File: src/rtl/ps2_rx_frame.sv
// PS/2 device-to-host receiver: pad synchronisation, glitch filtering and 11-bit frame
// deserialisation, handing good bytes to a valid/ready consumer with one-cycle error pulses.
module ps2_rx_frame #(
    parameter int FILTER_LEN  = 4,
    parameter int TIMEOUT_CYC = 20000
) (
    input  logic       hclk_i,
    input  logic       hrst_i,
    input  logic       en_i,
    input  logic       ps2_clk_i,
    input  logic       ps2_dat_i,
    output logic [7:0] data_o,
    output logic       valid_o,
    input  logic       ready_i,
    output logic       busy_o,
    output logic       par_err_o,
    output logic       frm_err_o,
    output logic       to_err_o,
    output logic       ovf_o
);

    localparam int FW = (FILTER_LEN > 1) ? $clog2(FILTER_LEN) : 1;
    localparam logic [FW-1:0] FILT_MAX = FW'(FILTER_LEN - 1);
    localparam int TW = $clog2(TIMEOUT_CYC);
    localparam logic [TW-1:0] TO_MAX = TW'(TIMEOUT_CYC - 1);

    typedef enum logic [1:0] {IDLE, DATA, PARITY, STOP} state_t;

    // Line 0 is the PS/2 clock, line 1 the PS/2 data.
    logic          pad       [2];
    logic          sync1_reg [2];
    logic          sync2_reg [2];
    logic          filt_reg  [2];
    logic          filt_next [2];
    logic [FW-1:0] filt_cnt_reg [2];

    assign pad[0] = ps2_clk_i;
    assign pad[1] = ps2_dat_i;

    generate
        for (genvar gi = 0; gi < 2; gi++) begin : g_line
            assign filt_next[gi] = (sync2_reg[gi] != filt_reg[gi] && filt_cnt_reg[gi] == FILT_MAX)
                                   ? sync2_reg[gi] : filt_reg[gi];

            // Idle-high reset keeps the first post-reset sample from looking like a fall.
            always_ff @(posedge hclk_i) begin
                if (hrst_i) begin
                    sync1_reg[gi]    <= 1'b1;
                    sync2_reg[gi]    <= 1'b1;
                    filt_reg[gi]     <= 1'b1;
                    filt_cnt_reg[gi] <= '0;
                end else begin
                    sync1_reg[gi] <= pad[gi];
                    sync2_reg[gi] <= sync1_reg[gi];
                    filt_reg[gi]  <= filt_next[gi];
                    if (sync2_reg[gi] == filt_reg[gi] || filt_cnt_reg[gi] == FILT_MAX)
                        filt_cnt_reg[gi] <= '0;
                    else
                        filt_cnt_reg[gi] <= filt_cnt_reg[gi] + FW'(1);
                end
            end
        end
    endgenerate

    logic fall;
    logic dat;

    assign fall = filt_reg[0] & ~filt_next[0];
    assign dat  = filt_reg[1];

    state_t        state_reg, state_next;
    logic [2:0]    bitcnt_reg, bitcnt_next;
    logic [7:0]    shift_reg, shift_next;
    logic          par_reg, par_next;
    logic [TW-1:0] to_cnt_reg;

    logic good_byte;
    logic par_fail;
    logic frm_fail;
    logic to_hit;

    always_comb begin
        state_next  = state_reg;
        bitcnt_next = bitcnt_reg;
        shift_next  = shift_reg;
        par_next    = par_reg;
        good_byte   = 1'b0;
        par_fail    = 1'b0;
        frm_fail    = 1'b0;
        to_hit      = 1'b0;

        case (state_reg)
            IDLE: begin
                if (fall && !dat) begin
                    state_next  = DATA;
                    bitcnt_next = 3'd0;
                end
            end
            DATA: begin
                if (fall) begin
                    shift_next[bitcnt_reg] = dat;
                    if (bitcnt_reg == 3'd7)
                        state_next = PARITY;
                    else
                        bitcnt_next = bitcnt_reg + 3'd1;
                end
            end
            PARITY: begin
                if (fall) begin
                    par_next   = dat;
                    state_next = STOP;
                end
            end
            STOP: begin
                if (fall) begin
                    state_next = IDLE;
                    if (!dat)
                        frm_fail = 1'b1;
                    else if (^{shift_reg, par_reg} == 1'b0)
                        par_fail = 1'b1;
                    else
                        good_byte = 1'b1;
                end
            end
            default: state_next = IDLE;
        endcase

        // A fall strobe in the same cycle as the timeout keeps the frame alive.
        if (state_reg != IDLE && !fall && to_cnt_reg == TO_MAX) begin
            to_hit     = 1'b1;
            state_next = IDLE;
        end

        // Disabling drops any frame in flight without reporting anything.
        if (!en_i) begin
            state_next = IDLE;
            good_byte  = 1'b0;
            par_fail   = 1'b0;
            frm_fail   = 1'b0;
            to_hit     = 1'b0;
        end
    end

    always_ff @(posedge hclk_i) begin
        if (hrst_i) begin
            state_reg  <= IDLE;
            bitcnt_reg <= 3'd0;
            shift_reg  <= 8'd0;
            par_reg    <= 1'b0;
        end else begin
            state_reg  <= state_next;
            bitcnt_reg <= bitcnt_next;
            shift_reg  <= shift_next;
            par_reg    <= par_next;
        end
    end

    always_ff @(posedge hclk_i) begin
        if (hrst_i || state_reg == IDLE || fall || to_hit || !en_i)
            to_cnt_reg <= '0;
        else
            to_cnt_reg <= to_cnt_reg + TW'(1);
    end

    logic out_free;
    assign out_free = ~valid_o | ready_i;

    always_ff @(posedge hclk_i) begin
        if (hrst_i) begin
            data_o    <= 8'd0;
            valid_o   <= 1'b0;
            par_err_o <= 1'b0;
            frm_err_o <= 1'b0;
            to_err_o  <= 1'b0;
            ovf_o     <= 1'b0;
        end else begin
            if (good_byte && out_free) begin
                data_o  <= shift_reg;
                valid_o <= 1'b1;
            end else if (valid_o && ready_i) begin
                valid_o <= 1'b0;
            end
            ovf_o     <= good_byte & ~out_free;
            par_err_o <= par_fail;
            frm_err_o <= frm_fail;
            to_err_o  <= to_hit;
        end
    end

    assign busy_o = (state_reg != IDLE);

endmodule

File: config.mk
export PLATFORM = sky130hd
export DESIGN_NAME = ps2_rx_frame
export DESIGN_NICKNAME = d
export VERILOG_FILES = /design/src/rtl/ps2_rx_frame.sv
export SDC_FILE = /design/constraint.sdc
export NUM_CORES = 1
export LEC_CHECK = 0
export CAP_MARGIN = 0
export CORE_MARGIN = 3
export CORE_UTILIZATION = 35
export DETAILED_ROUTE_END_ITERATION = 16
export PLACE_DENSITY = 0.56
export SETUP_SLACK_MARGIN = 0.4
export SKIP_CTS_REPAIR_TIMING = 1
export SLEW_MARGIN = 40
export SYNTH_ARGS = -nofsm -noshare
export SYNTH_HDL_FRONTEND = slang
export SYNTH_SLANG_ARGS = --single-unit
File: constraint.sdc
create_clock -name hclk_i -period 1.9 [get_ports hclk_i]
set_clock_uncertainty 0.05 [all_clocks]
set_input_delay 0.38 -clock hclk_i [delete_from_list [all_inputs] [get_ports hclk_i]]
set_output_delay 0.38 -clock hclk_i [all_outputs]
set_load 0.02 [all_outputs]
==> summary.md <==
| Metric | Value |
|---|---|
| Root Buffer | clkbuf_8 |
| Crit share post-route | 94.1% |
| Leakage Power | 1.42 nW |
| Global route overflow | 0 |
| Max reg flops | 15 |
| Most frequent cells in the layout | dfxtp_1 (38), nor2_1 (35), buf_4 (21) |
| # setup viols final | 0 |
| Mux share of post-synthesis cell area | 9.05% |
| Max-slew violations | 0 |
| Status | completed |
| Pwr dens | 586 nW/um2 |
| Ant diodes | 0 |
| ANT nets after route | 0 |
| Clock sink count | 52 |
| Worst hold-check path type | reg -> reg |
| CTS buffer count | 5 |
| Num ports | 20 |
| Clock latency on the worst-skew pair | 300 ps |
| Initial Util | 36.2% |
| Simple-gate area share of the yosys netlist | 26.3% |
| Max-Cap Viols | 0 |
| Dpl cells | 371 |
| # fillers | 654 |
| RSZ-0062 raised after global routing | yes |
| Clock-pin slew on the worst setup and hold paths | 100 ps |
| Cells after Synth | 248 |
| Most common cell after layout, fill and taps aside | dfxtp_1 |
| Pin count of the biggest net entering global routing | 28 |
| Worst Setup Start Kind | flop |
| Row cnt | 30 |
| Worst path required time | 2050 ps |
| Layout cells sized above 1 | 25.8% |
| Seq cells post-synth | 52 |
| Critical Path AT | 1940 ps |
| Drt drc | 0 |
| Via count | 1792 |
| Setup TNS | 0 ps |
| CTS tree | built |
| Final wirelength | 4.74 mm |
| Avg Cell Area, Syn | 9.98 um2 |
| XOR/XNOR Fraction of Synth Area | 8.59% |
| Htree depth | 2 |
| DRT Pass-1 Iters | 4 |
| Ys Warns | 0 |
| Vert. Die Dim | 90.1 um |
| Width of the die | 90.1 um |
| Sequential element share of the synthesized area | 44.1% |
| Initial antenna violation count | 0 |
| Global routing usage on met1 | 14.8% |
| Power Total | 1.95 mW |
| Vias in the first global route | 1657 |
| Largest family of logic cells by synthesized area | simple AND/OR/NAND/NOR gates |
| Minimum clock period | 1790 ps |
| Core Util, Final | 48.8% |
| Met2 Use GR | 18.5% |
| Final hold violations | 0 |
| GRT Total Usage | 11.5% |
| Global route hottest layer | met2 |
| Area Growth Syn to Fin | 34.6% |
| IO buf count | 19 |
| Iteration-0 DRC Markers | 42 |
| Die Area | 8120 um2 |
| Final non-filler cell total | 391 |
| Distinct cells, synth | 47 |
| Routed length per instance | 12.1 um |
| Placer Congestion | 0.736 |
| Compound-cell area share of the yosys netlist | 3.39% |
| Global-route wire length before repair | 7.63 mm |
| Worst Setup End Kind | flop |
| HPWL Detailed | 3.10 mm |
| FFs w/ async S/R, synth | 0% |
| Worst vdd ir | 338 uV |
| Kind of critical path | reg -> reg |
| Met3 Usage GRT | 2.85% |
| Vias/cell | 4.58 |
| Highest clock rate | 559 MHz |
| Post-Synth Adder-Cell Area | 5.06% |
| Main synth FF type | dfxtp_1 |
| Mapped cell area | 2470 um2 |
| Nets | 310 |
| Maximum root-to-sink buffer count | 2 |
| Core footprint | 6830 um2 |
| Worst-path maximum fanout | 6 |
| EDFF count, synth | 5 |
-- final timing paths --
path,from,endpoint,slack [ps],cells past startpoint
worst max-delay path,to_cnt_reg[5],state_reg[1],110,4
worst min-delay path,sync1_reg[1],sync2_reg[1],370,1
worst max register to register,to_cnt_reg[5],state_reg[1],110,4
worst min register to register,sync1_reg[1],sync2_reg[1],370,1
-- routing by layer --
layer  vias to the layer above  wire length [um]
met5                         -                 0
met3                         5               111
li1                        936                 -
met4                         0                54
met2                        20              2300
met1                       831              2270
-- through the flow --
| step | worst slack, ps | instance area, um2 | hold slack (ps) |
|---|---|---|---|
| after floorplan | 166 | 2520 | 339 |
| after global placement | 40.2 | 2920 | 346 |
| after detailed placement | -11.9 | 2920 | 353 |
| after CTS | -238 | 3030 | 375 |
| after global routing | 29.0 | 3330 | 396 |
| final | 113 | 3330 | 371 |
-- critical path: stages, from the launching register on --
cell     delay [ps]
dfxtp_2         360
or4b_1          510
or4_4           480
o31ai_4         210
nor2_1           80
-- cell families after synthesis --
kind of cell    count (synthesis)
simple gates                  115
buf+inv                        19
mux                            21
other cells                     1
compound gates                  9
flops                          52
fa+ha+maj                      10
xor+xnor                       21
-- layout make-up --
class	instances	area [um2]	area share [%]
Multi-Input combinational cell	180	1470	44.0
Inverter	8	35.0	1.05
Sequential cell	52	1110	33.4
Timing Repair Buffer	47	488	14.7
Tap cell	96	120	3.61
Clock buffer	5	68.8	2.07
Clock inverter	3	41.3	1.24
-- power breakdown --
| group | leakage, nW | internal, mW | switching (mW) |
|---|---|---|---|
| clock | 0.0585 | 0.391 | 0.374 |
| sequential | 0.434 | 1.11 | 0.00795 |
| combinational | 0.923 | 0.0401 | 0.0280 |
-- cell usage after synthesis (3+ instances only) --
library cell | instances | area share (%)
dfxtp_1 | 47 | 38
nor2_1 | 35 | 5.3
mux2i_1 | 19 | 7.7
nand2b_1 | 16 | 4.0
xnor2_1 | 14 | 5.0
ha_1 | 10 | 5.1
clkbuf_1 | 9 | 1.4
inv_1 | 8 | 1.2
nand2_1 | 8 | 1.2
nand3_1 | 7 | 1.4
nand4_1 | 6 | 1.5
nor3_1 | 6 | 1.2
or2_2 | 6 | 1.5
edfxtp_1 | 5 | 6.1
nor4_1 | 5 | 1.3
xor2_1 | 5 | 1.8
nand4b_1 | 4 | 1.4
nor2b_1 | 3 | 0.76
nor4b_1 | 3 | 1.1
No activity file was read; power rests on OpenSTA's default activity.
==> variant 1: new RTL, config.mk and constraints unchanged <==
Encoding of `state_t`: now one-hot (4 bits for 4 states).
--- a/src/rtl/ps2_rx_frame.sv
+++ b/src/rtl/ps2_rx_frame.sv
@@ -26,3 +26,3 @@
 
-    typedef enum logic [1:0] {IDLE, DATA, PARITY, STOP} state_t;
+    typedef enum logic [3:0] {IDLE = 4'b0001, DATA = 4'b0010, PARITY = 4'b0100, STOP = 4'b1000} state_t;
 
Function: no difference found for any inputs over 10 cycles, from zero or initial values and one cycle with hrst_i high; not proved beyond that.
==> variant 1 against the original RTL <==
- setup slack worse by 0.068 ns
- synthesized area grew 2.2%
- non-clock buffer count is 14 higher
- sequential cell count grew 2
- clock power hardly changed
- power up 3.1%
- design area is 8.7% higher
- fmax is 3.7% lower
- combinational power rose by 18%
- synthesized cell count grew 9.3%
- routed wire length grew 20%
- core utilization rose by 3.7 points
==> variant 1: results <==
export IMPL_outcome="completed"
export IMPL_synth_xor_area_frac=0.08506
export IMPL_async_flop_share=0
export IMPL_yosysUniqueCellTypes=49
export IMPL_yosys_top_cells_area="dfxtp_1, edfxtp_1, nor2_1"
export IMPL_hold_path_class="register to register"
export IMPL_drtIter0Drc=85
export IMPL_total_leakage_power_nw=1.522
export IMPL_place_inst=400
export IMPL_synth_area_mux_share=0.03165
export IMPL_ir_drop_mv=0.3864
export IMPL_met1_usage=0.1648
export IMPL_grt_pass1_wl_mm=8.666
export IMPL_ys_seq_area_frac=0.4471
export IMPL_grtUsageMet2=0.2115
export IMPL_final_nets=336
export IMPL_grt_use_total=0.1256
export IMPL_cp_slowest_stage_delay_ns=0.54
export IMPL_gp_congestion=0.7709
export IMPL_place_area_um2=3022
export IMPL_ys_top_cells_by_count="dfxtp_1, nor2_1, a21oi_1, nand2_1"
export IMPL_grt_max_degree=17
export IMPL_cts_htree_levels=2
export IMPL_final_layout_size_suffix_gt1_frac=0.3742
export IMPL_grt_pass1_vias=1915
export IMPL_crit_fanout=4
export IMPL_met3_usage=0.02486
export IMPL_slowest_stage="or4b_4"
export IMPL_wl_per_cell_um=13.48
export IMPL_synth_compound_area_frac=0.09347
export IMPL_vias_per_cell=4.972
export IMPL_hpwlAfterDp_mm=3.829
export IMPL_avgSynthCellArea_um2=9.336
export IMPL_setup_violations=0
export IMPL_drt_total_wl_mm=5.689
[variant 1: changes by cell type after synthesis, moves of 3 or more]
cell / before / now
nor2_1: 35 / 32
a21oi_1: 1 / 15
ha_1: 10 / 5
nor4b_1: 3 / 6
o31ai_1: 0 / 9
buf_1: 0 / 3
nand4b_1: 4 / 0
o21ai_0: 0 / 4
mux2i_1: 19 / 8
nand4_1: 6 / 13
clkbuf_1: 9 / 6
nand2_1: 8 / 15
nand2b_1: 16 / 2
xor2_1: 5 / 9
[variant 1: layout make-up]
cell class / instances / area [um^2]
clock buffers: 6 / 72.57
clock inverters: 2 / 37.54
fillers: 657 / 3287
inverters: 6 / 22.52
multi-input cells: 197 / 1619
flip-flops and latches: 54 / 1141
well taps: 96 / 120.1
repair buffers: 61 / 606.8
[variant 1: cell families after synthesis]
family                     Yosys count
AOI/OAI and AO/OA                   36
xor gates and xnor gates            23
adders and majority gates            5
buffers and inverters               23
DFF                                 54
muxes                                8
other                                1
and+or+nand+nor                    121
[variant 1: through the flow]
stage / worst slack, ns / power (W) / util
after floorplan: -0.03220 / 0.001227 / -
after global placement: 0.03957 / 0.001255 / 0.4375
after detailed placement: -0.001723 / 0.001256 / 0.4375
after CTS: -0.2938 / 0.002021 / 0.4534
after global routing: -0.05114 / 0.002082 / 0.5241
final: 0.04441 / 0.002012 / 0.5241
[variant 1: power by group]
part | internal, W | switching [W] | total [W]
Clock | 0.000394 | 0.000373 | 0.000767
Combinational | 0.0000418 | 0.0000385 | 0.0000803
Sequential | 0.00116 | 0.00000694 | 0.00116
[variant 1: worst paths after layout]
path | cells after the start | start | endpoint | slack, ns
max | 5 | state_reg[2] | shift_reg[2] | 0.04
min | 1 | sync1_reg[0] | sync2_reg[0] | 0.36
max reg2reg | 5 | state_reg[2] | shift_reg[2] | 0.04
min reg2reg | 1 | sync1_reg[0] | sync2_reg[0] | 0.36
[variant 1: per-layer routing]
layer	part of all wire	vias up	routed length, um
met5	0	-	0
met4	0.0074	0	42
met3	0.031	4	175
met2	0.50	34	2858
met1	0.46	1001	2613
li1	-	1059	-
==> variant 2: new RTL, same flow settings <==
Without the edit above. Set the parameter `TIMEOUT_CYC` to 80000 (it was 20000).
--- a/src/rtl/ps2_rx_frame.sv
+++ b/src/rtl/ps2_rx_frame.sv
@@ -4,3 +4,3 @@
     parameter int FILTER_LEN  = 4,
-    parameter int TIMEOUT_CYC = 20000
+    parameter int TIMEOUT_CYC = 80000
 ) (
Check against the original RTL: no difference found for any inputs over 10 cycles, from zero or initial values and one cycle with hrst_i high; that may be too few to reach the edited logic, so the function may still have changed.
==> variant 2 against the original RTL <==
- the run now ends with setup timing left
- clock power shrank 17%
- non-clock buffer count grew 1
- sequential cell count grew 2
- global-route usage grew 0.80 points
- die area grew 3.3%
- synthesized area grew 3.5%
- setup slack lost 0.12 ns
- power shrank 4.6%
- design area grew 10%
- routed wire length grew 15%
- critical path type unchanged
- largest cell class unchanged
==> variant 2: results <==
export IMPL_final_nets=326
export IMPL_total_leakage_power_nw=1.466
export IMPL_cts_htree_levels=2
export IMPL_worst_slew_pin_slew_ns=0.5537
export IMPL_port_buffers=19
export IMPL_grt_use_total=0.1226
export IMPL_cts_root_buf="clkbuf_8"
export IMPL_drt_total_wl_mm=5.431
export IMPL_ys_top_cells_by_count="dfxtp_1, nor2_1, mux2i_1, nand2b_1, nand2_1"
export IMPL_grt_pass1_vias=1756
export IMPL_crit_family="simple AND/OR/NAND/NOR gates"
export IMPL_cp_slowest_stage_delay_ns=0.51
export IMPL_antenna_cells=0
export IMPL_async_flop_share=0
export IMPL_grt_max_degree=27
export IMPL_ctsLongestPathBuffers=2
export IMPL_dpl_worst_slack_ns=-0.3231
export IMPL_setup_violations=3
export IMPL_hpwlAfterDp_mm=3.493
export IMPL_final_layout_size_suffix_gt1_frac=0.3633
export IMPL_crit_fanout=8
export IMPL_grt_pass1_wl_mm=8.335
export IMPL_worstReg2RegStart="shift_reg[1]"
export IMPL_holdPathEnd="sync2_reg[0]"
export IMPL_setup_ws_ns=-0.01075
export IMPL_ys_seq_area_frac=0.4416
export IMPL_gp_congestion=0.7712
export IMPL_min_delay_start="sync1_reg[0]"
export IMPL_largest_reg_flops=17
export IMPL_drtIter0Drc=73
export IMPL_yosysUniqueCellTypes=45
export IMPL_outcome="finished with violations"
export IMPL_hold_path_class="register to register"
export IMPL_slowest_stage="or4b_4"
export IMPL_synth_edf_count=5
export IMPL_reg2reg_depth=5
export IMPL_fill_cells=599
export IMPL_ir_drop_mv=0.3167
export IMPL_routed_via_count=1991
export IMPL_clk_pin_slew_ns=0.10
export IMPL_yosysWarnings=0
export IMPL_holdPathStages=1
export IMPL_cts_made_buffers=5
export IMPL_clk_latency_ns=0.31
export IMPL_yosys_top_cells_area="dfxtp_1, mux2i_1, edfxtp_1"
export IMPL_drt_pass1_iterations=4
export IMPL_r2r_end="data_o[6]"
export IMPL_violations="setup timing"
export IMPL_antenna_found_initial=0
## variant 2: cell families after synthesis
kind of cell	after synthesis	share of synthesized area
simple gates	125	0.2785
fa+ha+maj	9	0.04397
mux	21	0.08696
other cells	1	0.001464
compound gates	17	0.04495
xor+xnor	19	0.07572
buf+inv	18	0.02687
flops	54	0.4416
## variant 2: worst register-to-register path, delay by kind of cell, from the launching register on
kind	cells	cell delay [ns]
AND/OR/NAND/NOR	1	0.51
XOR/XNOR	1	0.43
buffers and inverters	1	0.16
multiplexers	2	0.35
flip-flops	1	0.35
## variant 2: layout make-up
| cell class | instances | share of cell area |
|---|---|---|
| clock buffers | 5 | 0.01871 |
| repair buffers | 48 | 0.1470 |
| multi-input cells | 195 | 0.4730 |
| well taps | 96 | 0.03266 |
| inverters | 7 | 0.008506 |
| clock inverters | 2 | 0.003743 |
| flip-flops and latches | 54 | 0.3164 |
## variant 2: report_power, final
| part | switching [W] | internal (W) |
|---|---|---|
| clock | 0.000378 | 0.000256 |
| combinational | 0.0000348 | 0.0000406 |
| sequential | 0.00000538 | 0.00115 |
| total | 0.000418 | 0.00144 |
## variant 2: worst max-delay path by stage
stage	startpoint	endpoint	cells past startpoint
final	shift_reg[1]	data_o[6]	5
after global routing	filt_cnt_reg[0][0]	data_o[6]	6
after CTS	state_reg[1]	busy_o	4
after detailed placement	en_i	data_o[6]	6
after global placement	en_i	data_o[5]	6
after floorplan	filt_cnt_reg[0][0]	data_o[0]	5
## variant 2: per-layer routing
layer	up-vias	wire (um)	global-route usage
met5	-	0	0
met4	0	62	0.04146
met3	5	120	0.02900
met2	18	2804	0.2075
met1	960	2444	0.1518
li1	1008	-	-
## variant 2: per-stage QoR
| step | hold slack [ns] | std cells | area, um^2 | power, W | TNS (ns) |
|---|---|---|---|---|---|
| 2_1_floorplan | 0.3395 | 267 | 2688 | 0.001229 | 0 |
| 4_1_cts | 0.3668 | 393 | 3156 | 0.001894 | -0.4818 |
| 3_5_place_dp | 0.3428 | 386 | 3073 | 0.001258 | -2.517 |
| 3_3_place_gp | 0.3480 | 386 | 3073 | 0.001258 | -2.322 |
| 5_1_grt | 0.3969 | 407 | 3677 | 0.001946 | -0.7890 |
| 6_report | 0.3670 | 407 | 3677 | 0.001862 | -0.01452 |
